$ cat src/rtl/edge_pulse_multi.sv
// -----------------------------------------------------------------------------
// edge_pulse_multi
//
// Multi-channel key front end for the Morse timing/decoder logic. Each channel
// synchronises a raw asynchronous key level, debounces it, and emits a
// one-clock pulse on the edge selected by `mode`. Every pulse also sets a
// sticky pending flag which the consumer clears with `clr_pending`.
//
// Parameters:
//   CHANNELS        number of independent channels (>= 1)
//   SYNC_STAGES     synchroniser depth per channel (>= 2)
//   DEBOUNCE_CYCLES cycles a new level must persist before it is accepted (>= 1)
//
// Ports:
//   clk          system clock, all state updates on the rising edge
//   clrn         asynchronous active-low reset, release synchronous to clk
//   raw_in       raw key levels, bit i = channel i (asynchronous)
//   mode         edge select for all channels:
//                00 rise, 01 fall, 10 both, 11 pulses disabled
//   clr_pending  bit i clears pending[i] (a pulse in the same cycle wins)
//   level        debounced level per channel
//   pulse        one-cycle edge pulse per channel
//   pulse_any    OR of all pulse bits, coincident with pulse
//   pending      sticky per-channel flag, set by pulse
//
// All outputs come straight from flops; there is no combinational path from
// any input to any output.
// -----------------------------------------------------------------------------
module edge_pulse_multi #(
  parameter int CHANNELS        = 4,
  parameter int SYNC_STAGES     = 2,
  parameter int DEBOUNCE_CYCLES = 16
) (
  input  logic                clk,
  input  logic                clrn,
  input  logic [CHANNELS-1:0] raw_in,
  input  logic [1:0]          mode,
  input  logic [CHANNELS-1:0] clr_pending,
  output logic [CHANNELS-1:0] level,
  output logic [CHANNELS-1:0] pulse,
  output logic                pulse_any,
  output logic [CHANNELS-1:0] pending
);

  // Counter only needs to hold 0 .. DEBOUNCE_CYCLES-1; the value that would
  // reach DEBOUNCE_CYCLES is never stored because acceptance clears it.
  localparam int CNT_W = $clog2(DEBOUNCE_CYCLES + 1);

  localparam logic [CNT_W-1:0] CNT_ZERO = CNT_W'(0);
  localparam logic [CNT_W-1:0] CNT_ONE  = CNT_W'(1);
  // Count value whose increment reaches DEBOUNCE_CYCLES -> accept this edge.
  localparam logic [CNT_W-1:0] CNT_LAST = CNT_W'(DEBOUNCE_CYCLES - 1);

  localparam logic [1:0] MODE_RISE = 2'b00;
  localparam logic [1:0] MODE_FALL = 2'b01;
  localparam logic [1:0] MODE_BOTH = 2'b10;
  localparam logic [1:0] MODE_OFF  = 2'b11;

  localparam logic [CHANNELS-1:0] CH_ZERO = {CHANNELS{1'b0}};

  // Synchroniser chain, stage 0 samples raw_in; last stage feeds the debouncer.
  logic [CHANNELS-1:0] sync_r [SYNC_STAGES];
  logic [CHANNELS-1:0] sync_s;

  // Debounce state and next-state.
  logic [CNT_W-1:0]    cnt_r     [CHANNELS];
  logic [CNT_W-1:0]    cnt_nxt_s [CHANNELS];
  logic [CHANNELS-1:0] accept_s;

  // Output registers and their next-state values.
  logic [CHANNELS-1:0] level_r;
  logic [CHANNELS-1:0] level_nxt_s;
  logic [CHANNELS-1:0] pulse_r;
  logic [CHANNELS-1:0] pulse_nxt_s;
  logic                pulse_any_r;
  logic [CHANNELS-1:0] pending_r;
  logic [CHANNELS-1:0] pending_nxt_s;

  assign sync_s = sync_r[SYNC_STAGES-1];

  // Synchroniser flops: shift raw levels through SYNC_STAGES registers.
  always_ff @(posedge clk or negedge clrn) begin
    if (!clrn) begin
      for (int j = 0; j < SYNC_STAGES; j++) begin
        sync_r[j] <= CH_ZERO;
      end
    end else begin
      sync_r[0] <= raw_in;
      for (int j = 1; j < SYNC_STAGES; j++) begin
        sync_r[j] <= sync_r[j-1];
      end
    end
  end

  // Debounce next-state: count consecutive cycles the synchronised level
  // disagrees with the accepted level; any agreement restarts the count.
  always_comb begin
    accept_s = CH_ZERO;
    for (int c = 0; c < CHANNELS; c++) begin
      cnt_nxt_s[c] = CNT_ZERO;
      if (sync_s[c] == level_r[c]) begin
        cnt_nxt_s[c] = CNT_ZERO;
        accept_s[c]  = 1'b0;
      end else if (cnt_r[c] == CNT_LAST) begin
        cnt_nxt_s[c] = CNT_ZERO;
        accept_s[c]  = 1'b1;
      end else begin
        cnt_nxt_s[c] = cnt_r[c] + CNT_ONE;
        accept_s[c]  = 1'b0;
      end
    end
  end

  // An accepted change always flips the level, so XOR is sufficient.
  assign level_nxt_s = level_r ^ accept_s;

  // Edge qualification: mode is sampled on the acceptance edge itself, so a
  // mode change mid-debounce only affects the eventual pulse decision.
  always_comb begin
    pulse_nxt_s = CH_ZERO;
    case (mode)
      MODE_RISE: pulse_nxt_s = accept_s & level_nxt_s;
      MODE_FALL: pulse_nxt_s = accept_s & ~level_nxt_s;
      MODE_BOTH: pulse_nxt_s = accept_s;
      MODE_OFF:  pulse_nxt_s = CH_ZERO;
      default:   pulse_nxt_s = CH_ZERO;
    endcase
  end

  // Pending next-state: a new pulse sets the flag and beats a same-cycle clear.
  always_comb begin
    pending_nxt_s = pulse_nxt_s | (pending_r & ~clr_pending);
  end

  // Debounce counters per channel.
  always_ff @(posedge clk or negedge clrn) begin
    if (!clrn) begin
      for (int c = 0; c < CHANNELS; c++) begin
        cnt_r[c] <= CNT_ZERO;
      end
    end else begin
      for (int c = 0; c < CHANNELS; c++) begin
        cnt_r[c] <= cnt_nxt_s[c];
      end
    end
  end

  // Registered outputs: level, pulse, pulse_any and pending update together.
  always_ff @(posedge clk or negedge clrn) begin
    if (!clrn) begin
      level_r     <= CH_ZERO;
      pulse_r     <= CH_ZERO;
      pulse_any_r <= 1'b0;
      pending_r   <= CH_ZERO;
    end else begin
      level_r     <= level_nxt_s;
      pulse_r     <= pulse_nxt_s;
      pulse_any_r <= |pulse_nxt_s;
      pending_r   <= pending_nxt_s;
    end
  end

  assign level     = level_r;
  assign pulse     = pulse_r;
  assign pulse_any = pulse_any_r;
  assign pending   = pending_r;

endmodule

$ cat config.mk
export PLATFORM = sky130hd
export DESIGN_NAME = edge_pulse_multi
export DESIGN_NICKNAME = d
export VERILOG_FILES = /design/src/rtl/edge_pulse_multi.sv
export SDC_FILE = /design/constraint.sdc
export NUM_CORES = 1
export LEC_CHECK = 0
export ABC_AREA = 1
export BUFFER_PORTS_ARGS = -buffer_cell sky130_fd_sc_hd__buf_2
export CORE_MARGIN = 4
export CORE_UTILIZATION = 30
export CTS_CLUSTER_SIZE = 16
export DETAILED_ROUTE_END_ITERATION = 8
export HOLD_SLACK_MARGIN = 0.02
export SYNTH_ARGS = -nofsm -noshare
export SYNTH_HDL_FRONTEND = slang
export SYNTH_SLANG_ARGS = --single-unit
$ cat constraint.sdc
create_clock -name clk -period 1.6 [get_ports clk]
set_clock_uncertainty 0.1 [all_clocks]
set_input_delay 0.16 -clock clk [delete_from_list [all_inputs] [get_ports clk]]
set_output_delay 0.16 -clock clk [all_outputs]
set_load 0.01 [all_outputs]
After elaboration in Yosys (flattened, before gate mapping)
Cells that the tools add are included.
- div/mod/pow operators: 0
- bitwise operators: 7
- magnitude comparators: 0
- multipliers: 0
- shift operators: 0
- reductions and logical operators: 2
- equal/unequal tests: 11
- add/subtract/negate cells: 4
- multiplexer cells: 17
- operator list (operator ; number):
    5-bit 2-to-1 mux ; 8
    5-bit by 1-bit adder with 5-bit output (second input constant) ; 4
    5-bit by 4-bit == test with 1-bit output (second input constant) ; 4
    4-bit case mux with 4 select lines ; 1
    4-bit AND ; 3
    1-bit 2-to-1 mux ; 8
    4-bit inverter ; 2
    1-bit == test ; 4
    2-bit == test (second input constant) ; 2
    4-bit bitwise OR ; 1
    4-bit OR reduction ; 1
    4-bit XOR ; 1
    2-bit by 1-bit == test with 1-bit output (second input constant) ; 1
    2-bit zero test ; 1
- bits in registers: 41
- ROM bits: 0
- logic and storage cells: 51
- bits in writable memories: 0
- memories: 0
- bits in latches: 0

Longest topological paths before layout
- depth after elaboration: 8
- depth in mapped cells: 11
- mapped depth without buffers: 11

Worst setup path after synthesis
OpenSTA, ideal clock, no wires.
- path type: register -> register
- from: register cnt_r[5] in the netlist's numbering
- to: register pulse_any_r, in the netlist pulse_any
- stages on the path, launching flop included: 12
- setup time: 116 ps
- arrival: 1172 ps
- setup slack: 212 ps
- cell sequence: dfrtp_1 ha_1 nand2_2 nor2_2 nand2_2 nand2_1 nand2_2 nand3_2 nand3_2 nand2_1 inv_1 nand2_1
- word-level cells in the longest chain between the ends: 8
- elaborated cells on any way between the ends: 9
- classes of those cells: eq/ne (1); mux (3); bitwise (4); reduce/logical (1)
- ends and longest elaborated chain (element ; RTL line ; text):
    start: declaration ; 66 ; logic [CNT_W-1:0] cnt_r [CHANNELS];
    start signal: indexed assignment ; 143 ; cnt_r[c] <= cnt_nxt_s[c];
    5-bit by 4-bit == test with 1-bit output (*) ; 104 ; end else if (cnt_r[c] == CNT_LAST) begin
    1-bit 2-to-1 mux (*) ; 104 ;
    1-bit 2-to-1 mux (*) ; 101 ; if (sync_s[c] == level_r[c]) begin
    4-bit XOR ; 115 ; assign level_nxt_s = level_r ^ accept_s;
    4-bit inverter ; 123 ; MODE_FALL: pulse_nxt_s = accept_s & ~level_nxt_s;
    4-bit AND ; 123 ;
    4-bit case mux with 4 select lines (*) ; 121 ; case (mode)
    4-bit OR reduction (*) ; 158 ; pulse_any_r <= |pulse_nxt_s;
    end signal: assignment ; 158 ;
    end: declaration ; 75 ; logic pulse_any_r;
Every way passes the cells marked *; elsewhere a longest branch is shown, timed or not.

Worst setup path after layout
- from: register cnt_r[0] in the netlist's numbering
- to: register pulse_any_r, in the netlist pulse_any
Same word-level chain as after synthesis.

==> impl_metrics.py <==
metrics = {
    "floorplanning": {
        "die_h_um": 83.9,
        "initial_core_util_pct": 31.2,
        "die_w_um": 83.9,
        "pin_count": 25,
        "rows": 27,
        "die-area_mm2": 0.00703,
        "coreArea_mm2": 0.00554,
    },
    "cells_and_area": {
        "syn_to_final_growth_pct": 33.1,
        "fillerInstances": 563,
        "diodes": 0,
        "drive_gt1_share_pct": 27.7,
        "num-nets-final": 246,
    },
    "clocking": {
        "htreeDepth": 2,
        "numCtsBuffers": 5,
        "clk_path_buf_depth": 2,
        "cts_tree": "yes",
        "clock_latency_ns": 0.29,
        "clock_sinks": 41,
        "clockRootBuffer": "clkbuf_8",
        "clk_pin_slew_ns": 0.08,
    },
    "synthesis": {
        "synth_area_leader_cell": "dfrtp_1",
        "synth.most_common_cell": "dfrtp_1",
        "synthFlopType": "dfrtp_1",
        "ys_types": 15,
        "synthTopCellsByArea": "dfrtp_1 (59%), inv_1 (8.3%), nand2_1 (6.1%)",
        "synth_edf_count": 0,
        "synthTopCellsByCount": "dfrtp_1 (41), inv_1 (38), nand2_1 (28), nor2_1 (17), nand3_1 (14)",
        "syn_area_per_cell_um2": 9.49,
        "synth_seq_cells": 41,
        "synthDominantCellAreaShare_pct": 59.4,
        "synthCells": 182,
        "seq_area_frac_synth_pct": 59.4,
        "yosys_warnings": 0,
        "synth_fp_nets": 198,
        "syn_area_mm2": 0.00173,
        "async_reset_ff_share_pct": 100,
    },
    "setup_path": {
        "r2r_cells": 10,
        "regToRegSetupSlack_ns": 0.08,
        "cp-end-kind": "flip-flop",
        "cp_max_fo": 4,
        "worstPathRequired_ns": 1.69,
        "crit_type": "reg -> reg",
        "cp-start-kind": "flip-flop",
        "crit_arrival_ns": 1.61,
    },
    "sta": {
        "tightest_slew_ns": 0.457,
        "fmaxAchievable_mhz": 659,
        "period_minus_slack_ns": 1.52,
        "fin_crit_sh_pct": 94.8,
        "max_slew_margin_pct": 69.5,
        "worst_slack_ns": 0.0834,
        "hold_viol": 0,
        "drv_slew": 0,
        "finalSetupTns_ns": 0,
        "setup_viol": 0,
    },
    "detailed_routing": {
        "wl_mm": 3.29,
        "drtPass1Iterations": 2,
        "dr.first_iter.drc_count": 61,
        "detail_route.wl_per_cell_um": 10.9,
        "vias_per_cell": 4.19,
        "drt.antenna.violating_nets": 0,
        "drcViolationCount": 0,
        "vias": 1269,
    },
    "global_routing": {
        "grt_max_degree": 24,
        "busiest_layer": "met2",
        "met2_usage_pct": 15.5,
        "use_met3_pct": 4.84,
        "grtUsageTotal_pct": 10.1,
        "use_met1_pct": 11.7,
        "grt_pass1_vias": 1246,
        "grt_antenna_before_repair": 0,
        "grt_pass1_wl_mm": 5.51,
        "grt.overflow.total": 0,
    },
    "outcome": {
        "status": "finished clean",
    },
    "placed_design": {
        "place_congestion": 0.715,
        "place_hpwl_mm": 2.29,
        "place_ws_ns": 0.0520,
        "numPortBuffers": 24,
    },
    "pwr": {
        "p_per_area_mw_per_mm2": 867,
        "ir_drop_uv": 382,
        "power.leakage_nw": 1.18,
    },
    "flow_run": {
        "drv_cap": 0,
    },
    "hold_path": {
        "hold_depth": 4,
        "hold_path.class": "in -> reg",
    },
}
registers in the layout (all words and copies together), names as in the netlist:
signal and flops:
sync_s 4, pending 4, pulse_any 1, cnt_r 20
level 4, sync_r 4, pulse 4
repair_timing:
item	CTS	global route
setup buffers	0	5
gates resized for setup	0	19
endpoints found under the setup margin	0	4
hold endpoints to repair	26	0
hold buffers	9	0
critical path, stage by stage, from the launching register on:
cell     delay, ns
dfrtp_1       0.43
ha_4          0.17
nand2_1       0.07
nor2_2        0.13
nand3_2       0.09
nand2_2       0.09
nand3_1       0.08
nand3_2       0.10
nand2_1       0.06
inv_1         0.05
nand2_1       0.05
cell families (layout without fill, tap and decap cells):
kind of cell | count (synthesis) | count (layout) | synth area share, %
flip-flops | 41 | 41 | 59.4
adder cells (fa/ha/maj) | 4 | 4 | 2.90
AND/OR/NAND/NOR | 79 | 79 | 21.9
buffers and inverters | 38 | 87 | 8.26
XOR/XNOR | 8 | 8 | 4.06
AO/OA/AOI/OAI | 12 | 12 | 3.48
power by group:
part / internal, W / total, W / switching (W)
Combinational: 0.0000742 / 0.000150 / 0.0000756
Sequential: 0.00107 / 0.00110 / 0.0000343
Clock: 0.000390 / 0.000738 / 0.000348
Total: 0.00153 / 0.00199 / 0.000458
worst paths after layout:
path,start,endpoint
min in group asynchronous,clrn,cnt_r[4]
hold / removal,mode[0],pulse[3]
hold reg to reg,sync_r[5],sync_s[1]
max in group asynchronous,clrn,pending[1]
setup reg to reg,cnt_r[0],pulse_any
setup / recovery,cnt_r[0],pulse_any
area by class of cell:
class | instances | area, um^2 | area share (%)
Sequential cell | 41 | 1030 | 44.6
Multi-Input combinational cell | 103 | 656 | 28.5
Timing Repair Buffer | 41 | 283 | 12.3
Inverter | 38 | 143 | 6.21
Clock buffer | 7 | 96.3 | 4.19
Tap cell | 72 | 90.1 | 3.92
Clock inverter | 1 | 5.00 | 0.218
per-layer routing:
| layer | vias up | part of all wire, % |
|---|---|---|
| met3 | 6 | 6.4 |
| met4 | 0 | 1.8 |
| met5 | - | 0 |
| met2 | 20 | 48 |
| met1 | 584 | 44 |
| li1 | 659 | - |
per-stage QoR:
step | power (W) | std cells | utilization, % | hold WS (ns) | instance area, um^2
floorplan | 0.00117 | 182 | - | -0.236 | 1730
global placement | 0.00123 | 281 | 35.6 | 0.0361 | 1970
detailed placement | 0.00123 | 281 | 35.6 | 0.0366 | 1970
CTS | 0.00201 | 298 | 39.0 | 0.0992 | 2160
global route | 0.00212 | 303 | 41.5 | 0.141 | 2300
finish | 0.00199 | 303 | 41.5 | 0.122 | 2300
cell usage in the layout (no fill, tap or decap), types with 2 or more instances in the layout:
| cell | netlist | layout |
|---|---|---|
| a21oi_1 | 4 | 4 |
| buf_2 | 0 | 24 |
| buf_4 | 0 | 7 |
| clkbuf_8 | 0 | 7 |
| dfrtp_1 | 41 | 41 |
| dlygate4sd3_1 | 0 | 9 |
| ha_4 | 0 | 4 |
| inv_1 | 38 | 38 |
| nand2_1 | 28 | 25 |
| nand2_2 | 4 | 6 |
| nand3_1 | 14 | 11 |
| nand3_2 | 5 | 7 |
| nand4_1 | 3 | 3 |
| nor2_1 | 17 | 16 |
| nor2_2 | 4 | 3 |
| nor2_4 | 0 | 2 |
| nor3_1 | 4 | 4 |
| o21ai_0 | 8 | 8 |
| xnor2_1 | 4 | 4 |
| xor2_1 | 4 | 4 |
Note: power is estimated with default switching activity, not from simulation.
